`src/rtl/imem_loader_pkg.sv`:
```
// imem_loader_pkg: shared state encodings and framing constants for the serial loader
package imem_loader_pkg;
  typedef enum logic [2:0] {WAIT_HDR, LEN_LO, LEN_HI, DATA, FINISH} ldr_state_t;
  typedef enum logic [2:0] {RX_IDLE, RX_START, RX_BITS, RX_STOP, RX_BREAK} rx_state_t;
  localparam logic [7:0] HDR_DEFAULT = 8'hA5;
  localparam int DATA_BITS = 8;
  localparam int FRAME_BITS = 10;
endpackage

```
`src/rtl/imem_loader_uart_rx.sv`:
```
// uart_rx: 8N1 receiver with start-bit validation and framing-error recovery
module uart_rx
  import imem_loader_pkg::*;
#(
  parameter int CLKS_PER_BIT = 434
) (
  input  logic       clk,
  input  logic       rst,
  input  logic       rx,
  output logic       byte_valid,
  output logic [7:0] byte_data,
  output logic       frame_err
);
  localparam int CW = $clog2(CLKS_PER_BIT);
  localparam logic [CW-1:0] HALF = CW'(CLKS_PER_BIT / 2 - 1);
  localparam logic [CW-1:0] FULL = CW'(CLKS_PER_BIT - 1);
  rx_state_t state, state_n;
  logic [1:0] sync;
  logic prev, rs;
  logic [CW-1:0] cnt, cnt_n;
  logic [2:0] idx, idx_n;
  logic [7:0] sh, sh_n;
  logic bv_n, fe_n;
  assign rs = sync[1];
  assign byte_data = sh;
  // synchronize rx and hold receiver state
  always_ff @(posedge clk) begin
    if (rst) begin
      sync <= 2'b11;
      prev <= 1'b1;
      state <= RX_IDLE;
      cnt <= '0;
      idx <= '0;
      sh <= '0;
      byte_valid <= 1'b0;
      frame_err <= 1'b0;
    end else begin
      sync <= {sync[0], rx};
      prev <= rs;
      state <= state_n;
      cnt <= cnt_n;
      idx <= idx_n;
      sh <= sh_n;
      byte_valid <= bv_n;
      frame_err <= fe_n;
    end
  end
  // bit timing: half-bit start check, then full-bit spaced samples
  always_comb begin
    state_n = state;
    cnt_n = cnt + 1'b1;
    idx_n = idx;
    sh_n = sh;
    bv_n = 1'b0;
    fe_n = 1'b0;
    case (state)
      RX_IDLE: begin
        cnt_n = '0;
        if (prev && !rs) state_n = RX_START;
      end
      RX_START: if (cnt == HALF) begin
        cnt_n = '0;
        idx_n = '0;
        state_n = rs ? RX_IDLE : RX_BITS;
      end
      RX_BITS: if (cnt == FULL) begin
        cnt_n = '0;
        sh_n = {rs, sh[7:1]};
        idx_n = idx + 1'b1;
        if (idx == 3'(DATA_BITS - 1)) state_n = RX_STOP;
      end
      RX_STOP: if (cnt == FULL) begin
        cnt_n = '0;
        bv_n = rs;
        fe_n = !rs;
        state_n = rs ? RX_IDLE : RX_BREAK;
      end
      RX_BREAK: begin
        cnt_n = '0;
        if (rs) state_n = RX_IDLE;
      end
      default: state_n = RX_IDLE;
    endcase
  end
endmodule

```
`src/rtl/imem_loader.sv`:
```
// imem_loader: UART boot loader writing little-endian words into instruction memory
module imem_loader
  import imem_loader_pkg::*;
#(
  parameter int CLKS_PER_BIT = 434,
  parameter int ADDR_W = 12,
  parameter logic [7:0] HDR_BYTE = HDR_DEFAULT
) (
  input  logic              clk,
  input  logic              rst,
  input  logic              rx,
  output logic              we,
  output logic [ADDR_W-1:0] waddr,
  output logic [31:0]       wdata,
  output logic              cpu_hold,
  output logic              done,
  output logic              err
);
  localparam int RW = ADDR_W + 1;
  ldr_state_t state, state_n;
  logic byte_valid, frame_err;
  logic [7:0] byte_data, len_lo, len_lo_n;
  logic [15:0] n_word;
  logic [RW-1:0] rem, rem_n;
  logic [1:0] byte_idx, idx_n;
  logic [ADDR_W-1:0] waddr_n;
  logic [31:0] wdata_n;
  logic we_n, done_n, hold_n, err_n;
  uart_rx #(.CLKS_PER_BIT(CLKS_PER_BIT)) u_rx (
    .clk(clk),
    .rst(rst),
    .rx(rx),
    .byte_valid(byte_valid),
    .byte_data(byte_data),
    .frame_err(frame_err)
  );
  // loader state and registered memory-write outputs
  always_ff @(posedge clk) begin
    if (rst) begin
      state <= WAIT_HDR;
      len_lo <= '0;
      rem <= '0;
      byte_idx <= '0;
      waddr <= '0;
      wdata <= '0;
      we <= 1'b0;
      done <= 1'b0;
      cpu_hold <= 1'b0;
      err <= 1'b0;
    end else begin
      state <= state_n;
      len_lo <= len_lo_n;
      rem <= rem_n;
      byte_idx <= idx_n;
      waddr <= waddr_n;
      wdata <= wdata_n;
      we <= we_n;
      done <= done_n;
      cpu_hold <= hold_n;
      err <= err_n;
    end
  end
  // frame parsing; a framing error outside WAIT_HDR abandons the load
  always_comb begin
    state_n = state;
    len_lo_n = len_lo;
    rem_n = rem;
    idx_n = byte_idx;
    waddr_n = (we && state == DATA) ? waddr + 1'b1 : waddr;
    wdata_n = wdata;
    we_n = 1'b0;
    done_n = 1'b0;
    hold_n = cpu_hold;
    err_n = err;
    n_word = {byte_data, len_lo};
    if (frame_err) begin
      err_n = 1'b1;
      if (state != WAIT_HDR) begin
        hold_n = 1'b0;
        state_n = WAIT_HDR;
      end
    end else begin
      case (state)
        WAIT_HDR: if (byte_valid && byte_data == HDR_BYTE) begin
          state_n = LEN_LO;
          err_n = 1'b0;
          hold_n = 1'b1;
          waddr_n = '0;
        end
        LEN_LO: if (byte_valid) begin
          len_lo_n = byte_data;
          state_n = LEN_HI;
        end
        LEN_HI: if (byte_valid) begin
          if (n_word == '0 || 32'(n_word) > (32'd1 << ADDR_W)) begin
            err_n = 1'b1;
            hold_n = 1'b0;
            state_n = WAIT_HDR;
          end else begin
            rem_n = RW'(n_word);
            waddr_n = '0;
            idx_n = '0;
            state_n = DATA;
          end
        end
        DATA: if (byte_valid) begin
          wdata_n[{byte_idx, 3'b000} +: 8] = byte_data;
          idx_n = byte_idx + 1'b1;
          if (byte_idx == 2'd3) begin
            we_n = 1'b1;
            rem_n = rem - 1'b1;
            if (rem == RW'(1)) state_n = FINISH;
          end
        end
        FINISH: begin
          done_n = 1'b1;
          hold_n = 1'b0;
          state_n = WAIT_HDR;
        end
        default: state_n = WAIT_HDR;
      endcase
    end
  end
endmodule
```
`config.mk`:
```
export PLATFORM = sky130hd
export DESIGN_NAME = imem_loader
export DESIGN_NICKNAME = d
export VERILOG_FILES = /design/src/rtl/imem_loader_pkg.sv /design/src/rtl/imem_loader_uart_rx.sv /design/src/rtl/imem_loader.sv
export SDC_FILE = /design/constraint.sdc
export NUM_CORES = 1
export LEC_CHECK = 0
export ABC_AREA = 1
export CORE_MARGIN = 2
export CORE_UTILIZATION = 32
export DETAILED_ROUTE_END_ITERATION = 8
export PLACE_DENSITY = 0.57
export SYNTH_ARGS = -nofsm -noshare
export SYNTH_HDL_FRONTEND = slang
export SYNTH_SLANG_ARGS = --single-unit
```
`constraint.sdc`:
```
create_clock -name clk -period 3.3 [get_ports clk]
set_input_delay 0.495 -clock clk [delete_from_list [all_inputs] [get_ports clk]]
set_output_delay 0.495 -clock clk [all_outputs]
set_load 0.005 [all_outputs]
```
# Yosys cells after proc, flatten, opt, wreduce, memory -nomap -nowiden
# Index checks and enable logic that the tools add are counted.
[op_classes] n_addsub=6 order_cmp=1 eq_ne=32 n_shift=2 mux=54 n_bitwise=5 reduce_logical=28
[ops] operator="12-bit 2-to-1 mux" count=5
[ops] operator="13-bit 2-to-1 mux" count=4
[ops] operator="3-bit 2-to-1 mux" count=17
[ops] operator="32-bit bitwise mux" count=1
[ops] operator="8-bit by 7-bit variable shift with 32-bit output, first input constant" count=1
[ops] operator="8-bit by 7-bit indexed part select with 32-bit output" count=1
[ops] operator="9-bit case mux with 3 select lines" count=1
[ops] operator="13-bit case mux with 2 select lines" count=1
[ops] operator="12-bit case mux with 2 select lines" count=1
[ops] operator="9-bit 2-to-1 mux" count=2
[ops] operator="2-bit by 1-bit inequality test with 1-bit output, second input constant" count=9
[ops] operator="16-bit by 13-bit > comparator with 1-bit output, second input constant" count=1
[ops] operator="16-bit logical NOT" count=1
[ops] operator="3-bit by 1-bit inequality test with 1-bit output, second input constant" count=5
[ops] operator="3-bit case mux with 5 select lines" count=1
[ops] operator="13-bit by 1-bit == test with 1-bit output, second input constant" count=1
[ops] operator="13-bit by 1-bit subtractor with 13-bit output, second input constant" count=1
[ops] operator="12-bit by 1-bit adder with 12-bit output, second input constant" count=1
[ops] operator="3-bit by 2-bit == test with 1-bit output, second input constant" count=4
[ops] operator="3-bit case mux with 4 select lines" count=1
[ops] operator="6-bit AND reduction" count=2
[ops] operator="1-bit 2-to-1 mux" count=11
[ops] operator="2-bit 2-to-1 mux" count=5
[ops] operator="5-bit AND reduction" count=2
[ops] operator="31 further kinds" count=49
[word_totals] ff_bits=102 input_bits=3 wordCells=146

# Depth between registers and ports, before layout
# Gate-level depths: netlist of the first run.
[depth] word_depth=7 depth_mapped=11

# Modules after synthesis
# Synthesis of the first run repeated with hierarchy kept, for this count alone.
[hier_totals] hier_cells=743 area_unflattened_um2=5154.9
[by_module_without_submodules] mod="imem_loader" n_inst=1 cells_per_inst=569 area_each_um2=3819.9 seq_area_each_um2=1481.4
[by_module_without_submodules] mod="uart_rx" n_inst=1 cells_per_inst=174 area_each_um2=1335.0 seq_area_each_um2=560.5

# Worst setup path before layout of the first run
# OpenSTA, ideal clock, no wires.
[synth_path] path_type="register -> register" start="register byte_idx[0]" end="register wdata[24]" setup_ps=70 arrival_time_ps=1881 setup_slack_ps=1348 path_stages_with_launch=9 path_buffers=2 synth_period_minus_slack_ps=1952 cell_sequence="dfxtp_1 -> clkbuf_1 -> inv_1 -> ha_1 -> or2_2 -> buf_1 -> nor2_1 -> nand3_1 -> a21oi_1"
[synth_via] elab_chain_len=3 elab_cells_between_ends=4
[synth_rtl] item="start: declaration" line_no="imem_loader.sv:25" source="logic [1:0] byte_idx, idx_n;"
[synth_rtl] item="start signal: assignment" line_no="imem_loader.sv:54" source="byte_idx <= idx_n;"
[synth_rtl] item="5-bit negator with 7-bit output (*)" line_no="imem_loader.sv:107" source="wdata_n[{byte_idx, 3'b000} +: 8] = byte_data;"
[synth_rtl] item="8-bit by 7-bit indexed part select with 32-bit output or 8-bit by 7-bit variable shift with 32-bit output (tied branches)" line_no="imem_loader.sv:107"
[synth_rtl] item="32-bit bitwise mux (*)" line_no="imem_loader.sv:107"
[synth_rtl] item="end signal: assignment" line_no="imem_loader.sv:56" source="wdata <= wdata_n;"
[synth_rtl] item="end: declaration" line_no="imem_loader.sv:14" source="output logic [31:0] wdata,"
# Mark *: on every way between the ends. The rest lies on a longest branch, timed or not.
# A chain may end at the register's enable or synchronous reset.

# Worst setup path in the final report of the first run
[layout_path] start="register byte_idx[0]" end="register wdata[17]"
# Same word-level chain as after synthesis.

==> impl_metrics.tcl, run 1 <==
set metrics [dict create \
    status "finished clean" \
    hold_slack_ns 0.413 \
    maxCapViolCount 0 \
    critPathKind "register to register" \
    crit_path_top_delay_cell "dfxtp_1" \
    yosysWarnings 0 \
    route.met3.wl_um 512 \
    synth_area_per_cell_um2 6.81 \
    grt_pass1_vias 4388 \
    cts_hold_buf 0 \
    port_buffers 50 \
    setup_tns_ns 0 \
    nets 812 \
    syn_to_final_growth_pct 17.6 \
    path_clk_slew_ns 0.07 \
    switching_share 0.262 \
    synth.most_common_cell "nand2_1" \
    synth-main-ff-cell "dfxtp_1" \
    antenna_found_initial 0 \
    core-area_um2 15800 \
    synth_common_cells "nand2_1 (184), nor2_1 (113), dfxtp_1 (102)" \
    drt.antenna.violating_nets 0 \
    die_w_um 131 \
    nFillCells 1698 \
    wirelength_um 12300 \
    grt_max_degree 47 \
    synth.distinct_cells 36 \
    crit_buf_inv 1 \
    slowest_delay_ns 0.61 \
    cts_htree_levels 3 \
    grt_util_all_layers 0.149 \
    met2_length_um 5500 \
    period_share 0.663 \
    cts_buffers 9 \
    grt_pass1_wl_um 21200 \
    synth_top_area_share 0.395 \
    synth-edff-count 0 \
    hold_viol 0 \
    cts-resized-gates 0 \
    end_kind "register" \
    gr-total-overflow 0 \
    pre_cts_ws_ns 1.11 \
    num_vias 4688 \
    tightest_slew_ns 0.568 \
    cts_tree "built" \
    syn_area_um2 5170 \
    max_freq_mhz 457 \
    period_minus_slack_ns 2.19 \
    r2r_slack_ns 1.11 \
    routed.top_layer "met4" \
    die_area_um2 17200 \
    viasPerCell 4.61 \
    clk_latency_ns 0.35 \
    diodes 0 \
    hold_path.class "register to register" \
    ys_seq_area_frac 0.395 \
    drv_slew 0 \
    first_iter_violations 198 \
    chipHeight_um 131 \
    critPathTopFamily "simple AND/OR/NAND/NOR gates" \
    syn-num-nets 776 \
    cts-root-buf "clkbuf_16" \
    p_clk_frac 0.402 \
    synth_top_cell_by_area "dfxtp_1" \
    cellLeakagePower_nw 2.49 \
    p_total_mw 2.49 \
    cts_setup_buffers 0 \
    power.internal_mw 1.84 \
    slew_headroom 0.620 \
    place.detailed.hpwl_um 8770 \
    path_cells "inv_1, ha_1, nand2_1, nor2_1, nand4_1, a21oi_1" \
    crit_arrival_ns 2.47 \
    routedWlPerCell_um 12.1 \
    start_util 0.327 \
    async_flop_share 0 \
    cts_buffer_depth 2 \
    p_per_area_nw_per_um2 410 \
    clock_skew_ns 0.00934 \
    syn_inst 759 \
    synth.area.top_cells "dfxtp_1 (39%), nand2_1 (13%), nor2_1 (8.2%)" \
    crit_required_ns 3.59 \
    io_pins 51 \
    dr.pass1.iters 5 \
    setup_violations 0 \
    pwr-share-comb 0.084 \
    wl_met1_um 6120 \
    cp-start-kind "register" \
    grt_setup_unrepaired "false" \
    finalWorstSetupSlack_ns 1.11 \
    route.detailed.drc 0 \
    power_frac_seq 0.514 \
    num_rows 46 \
    power.switching_mw 0.653 \
    gp_congestion 0.821 \
    drive_above_1_share 0.0550 \
    cp_max_fo 15 \
    cts.sinks 102 \
    synth.ff_latch_count 102 \
    ir_drop_mv 0.247 \
]
[cells in the final DEF, fill, tap and decap left out, types with 2 or more instances in the layout]
cell	n
a21oi_1	57
a31oi_1	2
buf_4	3
clkbuf_16	9
clkdlybuf4s50_1	49
clkinvlp_4	3
dfxtp_1	102
ha_1	14
inv_1	80
inv_2	10
mux2i_1	2
nand2_1	184
nand3_1	64
nand3b_1	2
nand4_1	23
nor2_1	113
nor2_4	3
nor3_1	12
nor3_4	2
nor3b_1	2
o21ai_0	30
or2_2	4
xnor2_1	6
xor2_1	8
[path summary, 6_finish.rpt]
kind | end | cells after the start | startpoint
worst min register to register | u_rx.sync[1]$_SDFF_PP1_ | 1 | u_rx.sync[0]$_SDFF_PP1_
worst max-delay path | wdata[17]$_SDFFE_PP0P_ | 6 | byte_idx[0]$_SDFFE_PP0P_
worst max register to register | wdata[17]$_SDFFE_PP0P_ | 6 | byte_idx[0]$_SDFFE_PP0P_
worst min-delay path | u_rx.sync[1]$_SDFF_PP1_ | 1 | u_rx.sync[0]$_SDFF_PP1_
[layer usage]
layer  track usage  up-vias
met5             0        -
met4        0.0386        0
met3        0.0390       13
met2         0.239       75
met1         0.198     2103
li1              -     2497
[worst reg2reg max path, delay by kind of cell, from the launching register on]
family | cells | cell delay (ns)
AND/OR/NAND/NOR | 3 | 0.81
AO/OA/AOI/OAI | 1 | 0.15
buffers and inverters | 1 | 0.17
adder cells (fa/ha/maj) | 1 | 0.38
flip-flops | 1 | 0.61
[layout make-up]
type                            instances  area (µm²)  share of cell area
Clock inverter                          6        47.5             0.00781
Timing Repair Buffer                   53         518              0.0851
Clock buffer                           10         229              0.0376
Sequential cell                       102        2040               0.336
Tap cell                              216         270              0.0444
Multi-Input combinational cell        539        2640               0.434
Inverter                               90         338              0.0555
[registers in the layout, indices dropped and copies added (netlist names), 2 cells and up]
register and count:
u_rx.cnt 9, byte_idx 2, u_rx.state 3, wdata 32, rem 13, waddr 12, u_rx.idx 3, u_rx.sync 2
u_rx.byte_data 8, len_lo 8, state 3
[power by group through the flow]
stage / Sequential [mW] / Clock, mW / Combinational (mW)
floorplan: 1.30 / 0 / 0.170
global route: 1.29 / 1.08 / 0.245
CTS: 1.28 / 1.03 / 0.215
finish: 1.28 / 1.00 / 0.211
detailed placement: 1.31 / 0 / 0.215
global placement: 1.31 / 0 / 0.213
[kinds of logic after synthesis]
kind of cell / share of synthesized area
adder cells (fa/ha/maj): 0.0339
buffers and inverters: 0.0948
AND/OR/NAND/NOR: 0.353
flip-flops: 0.395
AO/OA/AOI/OAI: 0.0958
XOR/XNOR: 0.0237
multiplexers: 0.00387
[through the flow]
stage	cells	instance area, µm²	util
2_1_floorplan	759	5170	-
3_3_place_gp	1000	5810	0.367
3_5_place_dp	1000	5810	0.367
4_1_cts	1016	6080	0.384
5_1_grt	1016	6080	0.384
6_report	1016	6080	0.384
(Power assumes the default switching activity.)
==> inputs of run 2 (changes only) <==
- PLACE_DENSITY: 0.57 -> 0.59
- clock period: 3.3 -> 1.8 ns (I/O delays scaled with it)
==> run 2 against run 1 <==
Compared with the run above: via count is 2.0% higher; non-clock buffer count is 24 higher; first-iteration DRC count is 66% higher; combinational power is 90% higher; critical endpoint is now rem[10]$_SDFFE_PP0P_; power is 86% higher; die area stayed put; sequential cell count stayed put; design area is 3.7% higher; highest routed layer unchanged; critical path depth is 5 higher.
==> impl_metrics.tcl, run 2 (synthesis results as in run 1) <==
set metrics [dict create \
    status "finished clean" \
    viasPerCell 4.60 \
    placed_area_um2 6000 \
    antenna_found_initial 0 \
    cellLeakagePower_nw 2.64 \
    dr.pass1.iters 4 \
    crit_arrival_ns 1.90 \
    drv_slew 0 \
    top_regs "wdata x32, rem x13, waddr x12" \
    dp_cells 1024 \
    chipHeight_um 131 \
    pre_cts_ws_ns 0.0771 \
    cts.sinks 102 \
    maxCapViolCount 0 \
    grt_pass1_wl_um 20900 \
    port_buffers 50 \
    period_minus_slack_ns 1.65 \
    grt_setup_unrepaired "false" \
    cts_tree "built" \
    stdcell_area_um2 6310 \
    cts-root-buf "clkbuf_16" \
    clock_skew_ns 0.00831 \
    reg2reg_to "rem[10]$_SDFFE_PP0P_" \
    slew_headroom 0.663 \
    num_rows 46 \
    hold_path.class "input port to register" \
    core-area_um2 15800 \
    grt_max_degree 39 \
    cts_buffer_depth 2 \
    diodes 0 \
    drive_above_1_share 0.0886 \
    final_common_cell "nand2_1" \
    setup_tns_ns 0 \
    start_util 0.327 \
    max_freq_mhz 607 \
    r2r_slack_ns 0.15 \
    cts_htree_levels 3 \
    nets 836 \
    place.detailed.hpwl_um 8960 \
    clk_latency_ns 0.36 \
    drt.antenna.violating_nets 0 \
    syn_to_final_growth_pct 22.0 \
    grt_util_all_layers 0.147 \
    crit_path_end "rem[10]$_SDFFE_PP0P_" \
    tightest_slew_ns 0.503 \
    regMostFlops "wdata" \
    setup_violations 0 \
    end_kind "register" \
    finalWorstSetupSlack_ns 0.153 \
    die_area_um2 17200 \
    route.detailed.drc 0 \
    gp_congestion 0.841 \
    die_w_um 131 \
    stdcell_count 1040 \
    path_clk_slew_ns 0.06 \
    routedWlPerCell_um 11.8 \
    worstHoldPathCells 2 \
    ir_drop_mv 0.459 \
    cp-start-kind "register" \
    grt_pass1_vias 4264 \
    gr-total-overflow 0 \
    cp_max_fo 6 \
    crit_required_ns 2.06 \
    reg2reg_from "rem[0]$_SDFFE_PP0P_" \
    layout_common_cells "nand2_1 (181), nor2_1 (111), dfxtp_1 (100)" \
    p_total_mw 4.64 \
    cts_buffers 9 \
    critPathKind "register to register" \
    p_per_area_nw_per_um2 735 \
    largest_register_ffs 32 \
    ff2ff_path_depth 11 \
    io_pins 51 \
    cp-startpoint "rem[0]$_SDFFE_PP0P_" \
    first_iter_violations 329 \
    period_share 0.915 \
    num_vias 4781 \
    hold_viol 0 \
    wirelength_um 12300 \
]
run 2: cell types whose count changed in the layout (fill, tap and decap cells not counted), sizes merged:
| cell | previous run | this run |
|---|---|---|
| clkinvlp | 3 | 0 |
| inv | 91 | 90 |
| clkbuf | 10 | 16 |
| clkinv | 2 | 0 |
| buf | 4 | 28 |
run 2: layer usage:
metal | share of wire | GRT usage | vias up
met1 | 0.50 | 0.200 | 2148
met3 | 0.047 | 0.0440 | 13
met4 | 0.011 | 0.0362 | 0
met2 | 0.44 | 0.227 | 78
li1 | - | - | 2542
met5 | 0 | 0 | -
run 2: worst max-delay path, cell delays in order, from the launching register on:
cell and delay, ns:
dfxtp_1 0.33, inv_1 0.16, ha_1 0.21, nand2_1 0.14, nor2_2 0.25, nand2_1 0.08, nand2_1 0.06, nand2_1 0.05
nand2_1 0.07, nand3_1 0.08, nand2_1 0.08, nor2_1 0.04
run 2: area by class of cell:
class                      count  area (µm²)
multi-input combinational    539        2660
timing repair buffer          77         714
sequential                   102        2040
clock buffer                  16         282
tap                          216         270
fill                        1668        9520
inverter                      90         340
run 2: where the power goes:
part	switching (mW)	total (mW)	internal, mW
Sequential	0.0469	2.35	2.30
Combinational	0.267	0.400	0.133
Clock	0.833	1.89	1.06
run 2: what timing repair did:
item / in CTS / in global routing
hold buffers: 0 / 0
resized for setup: 0 / 11
buffers inserted: 0 / 0
endpoints found under the setup margin: 0 / 21
run 2: stage by stage:
stage,hold WS (ns),utilization
floorplan,0.374,-
finish,0.237,0.399
detailed placement,0.399,0.379
global route,0.259,0.399
global placement,0.393,0.379
CTS,0.228,0.397
run 2: how the worst min path moves through the flow:
stage / slack (ns) / from / end
2_1_floorplan: 0.37 / rx / u_rx.sync[0]$_SDFF_PP1_
3_3_place_gp: 0.39 / u_rx.sync[0]$_SDFF_PP1_ / u_rx.sync[1]$_SDFF_PP1_
3_5_place_dp: 0.40 / u_rx.sync[0]$_SDFF_PP1_ / u_rx.sync[1]$_SDFF_PP1_
4_1_cts: 0.23 / rst / u_rx.state[2]$_SDFFE_PP0P_
5_1_grt: 0.26 / rst / u_rx.state[2]$_SDFFE_PP0P_
6_report: 0.24 / rst / u_rx.state[2]$_SDFFE_PP0P_
==> inputs of run 3 (changes only) <==
- PLACE_DENSITY: 0.59 -> 0.57
- clock period: 1.8 -> 1.6 ns (I/O delays scaled with it)
==> run 3 against run 2 <==
Compared with the run above: global-route usage is 0.72 points higher; design area is 6.8% higher; wire length is 7.5% higher; via count is 3.8% higher; largest power group unchanged; highest routed layer unchanged.
==> impl_metrics.tcl, run 3 (synthesis results as in run 1) <==
set metrics [dict create \
    status "finished clean" \
    drt.antenna.violating_nets 0 \
    port_buffers 50 \
    top_regs "wdata x32, rem x13, waddr x12" \
    start_util 0.327 \
    dr.pass1.iters 5 \
    placed_area_um2 6240 \
    stdcell_area_um2 6740 \
    p_total_mw 5.42 \
    end_kind "output pin" \
    antenna_found_initial 0 \
    pwr-share-comb 0.089 \
    switching_share 0.244 \
    die_w_um 131 \
    p_per_area_nw_per_um2 805 \
    regMostFlops "wdata" \
    io_pins 51 \
    r2r_slack_ns 0.09 \
    worstHoldPathCells 1 \
    clock_skew_ns 0.00637 \
    cp_max_fo 4 \
    setup_violations 0 \
    gp_congestion 0.821 \
    path_cells "clkdlybuf4s50_1" \
    grt_util_all_layers 0.154 \
    grt_pass1_vias 4609 \
    nets 865 \
    critPathTopFamily "buffers and inverters" \
    setup_tns_ns 0 \
    slew_headroom 0.759 \
    path_clk_slew_ns 0.07 \
    p_clk_frac 0.424 \
    viasPerCell 4.64 \
    power.switching_mw 1.33 \
    fin_util 0.426 \
    maxCapViolCount 0 \
    place.detailed.hpwl_um 9470 \
    nFillCells 1663 \
    ff2ff_path_depth 7 \
    final_common_cell "nand2_1" \
    drv_slew 0 \
    cts_tree "built" \
    min_from "u_rx.sync[0]$_SDFF_PP1_" \
    slowest_delay_ns 0.53 \
    max_freq_mhz 656 \
    crit_buf_inv 1 \
    cts_buffer_depth 2 \
    syn_to_final_growth_pct 30.2 \
    cp-start-kind "register" \
    reg2reg_from "state[1]$_SDFFE_PP0P_" \
    cellLeakagePower_nw 2.87 \
    route.detailed.drc 0 \
    period_minus_slack_ns 1.53 \
    critPathKind "register to output pin" \
    chipHeight_um 131 \
    num_vias 4963 \
    hold_path.class "register to register" \
    hold_viol 0 \
    largest_register_ffs 32 \
    wirelength_um 13200 \
    grt_max_degree 47 \
    crit_arrival_ns 1.29 \
    crit_required_ns 1.36 \
    grt_pass1_wl_um 22000 \
    tightest_slew_ns 0.359 \
    cts_buffers 9 \
    gr-total-overflow 0 \
    reg2reg_to "err$_SDFFE_PP0P_" \
    drive_above_1_share 0.158 \
    diodes 0 \
    routedWlPerCell_um 12.3 \
    hold_path_end "u_rx.sync[1]$_SDFF_PP1_" \
    ir_drop_mv 0.530 \
    power.internal_mw 4.10 \
    crit_path_top_delay_cell "clkdlybuf4s50_1" \
    layout_common_cells "nand2_1 (179), nor2_1 (105), dfxtp_1 (89)" \
    cts.sinks 102 \
    clk_latency_ns 0.35 \
    first_iter_violations 362 \
    period_share 0.953 \
    power_frac_seq 0.487 \
    cts_htree_levels 3 \
    num_rows 46 \
    die_area_um2 17200 \
    core-area_um2 15800 \
    cts-root-buf "clkbuf_16" \
    grt_setup_unrepaired "true" \
]
==> run 3: worst max-delay path by stage <==
stage,start,end,slack [ns],cells after the start
2_1_floorplan,byte_idx[0]$_SDFFE_PP0P_,wdata[24]$_SDFFE_PP0P_,0.02,8
3_3_place_gp,state[0]$_SDFFE_PP0P_,wdata[6]$_SDFFE_PP0P_,-0.04,7
3_5_place_dp,state[0]$_SDFFE_PP0P_,wdata[1]$_SDFFE_PP0P_,-0.05,7
4_1_cts,u_rx.byte_data[4]$_SDFFE_PP0P_,rem[5]$_SDFFE_PP0P_,0.0008,11
5_1_grt,rem[1]$_SDFFE_PP0P_,state[0]$_SDFFE_PP0P_,-0.02,11
6_report,waddr[5]$_SDFF_PP0_,waddr[5],0.07,1
==> run 3: through the flow <==
step / std cells / setup slack (ns) / hold slack [ns]
after detailed placement: 1046 / -0.0464 / 0.396
after floorplan: 759 / 0.0188 / 0.344
final: 1069 / 0.0748 / 0.411
after global routing: 1069 / -0.0230 / 0.438
after global placement: 1046 / -0.0379 / 0.399
after CTS: 1062 / 0.000837 / 0.413
==> run 3: repair_timing <==
item | 4_1_cts | 5_1_grt
gates resized for setup | 3 | 50
buffers inserted | 0 | 5
cloned | 0 | 2
endpoints found under the setup margin | 35 | 92
pin swaps | 0 | 6
hold buffers | 0 | 0
==> run 3: power groups by stage <==
stage	Clock (mW)	Sequential, mW	Combinational, mW
floorplan	0	2.69	0.350
global placement	0	2.70	0.450
detailed placement	0	2.70	0.445
CTS	2.37	2.64	0.448
global route	2.48	2.65	0.559
finish	2.30	2.64	0.483
==> run 3: per-layer routing <==
layer / GRT usage / vias to the layer above / share of wire
li1: - / 2604 / -
met1: 0.203 / 2239 / 0.49
met2: 0.252 / 110 / 0.46
met3: 0.0378 / 10 / 0.038
met4: 0.0405 / 0 / 0.010
met5: 0 / - / 0
==> run 3: layout make-up <==
type                    instances  area, µm²  share of cell area
multi-input cells             539       2750               0.408
flip-flops and latches        102       2070               0.307
repair buffers                106        998               0.148
inverters                      90        343              0.0509
clock buffers                  13        272              0.0403
well taps                     216        270              0.0401
clock inverters                 3       40.0             0.00594
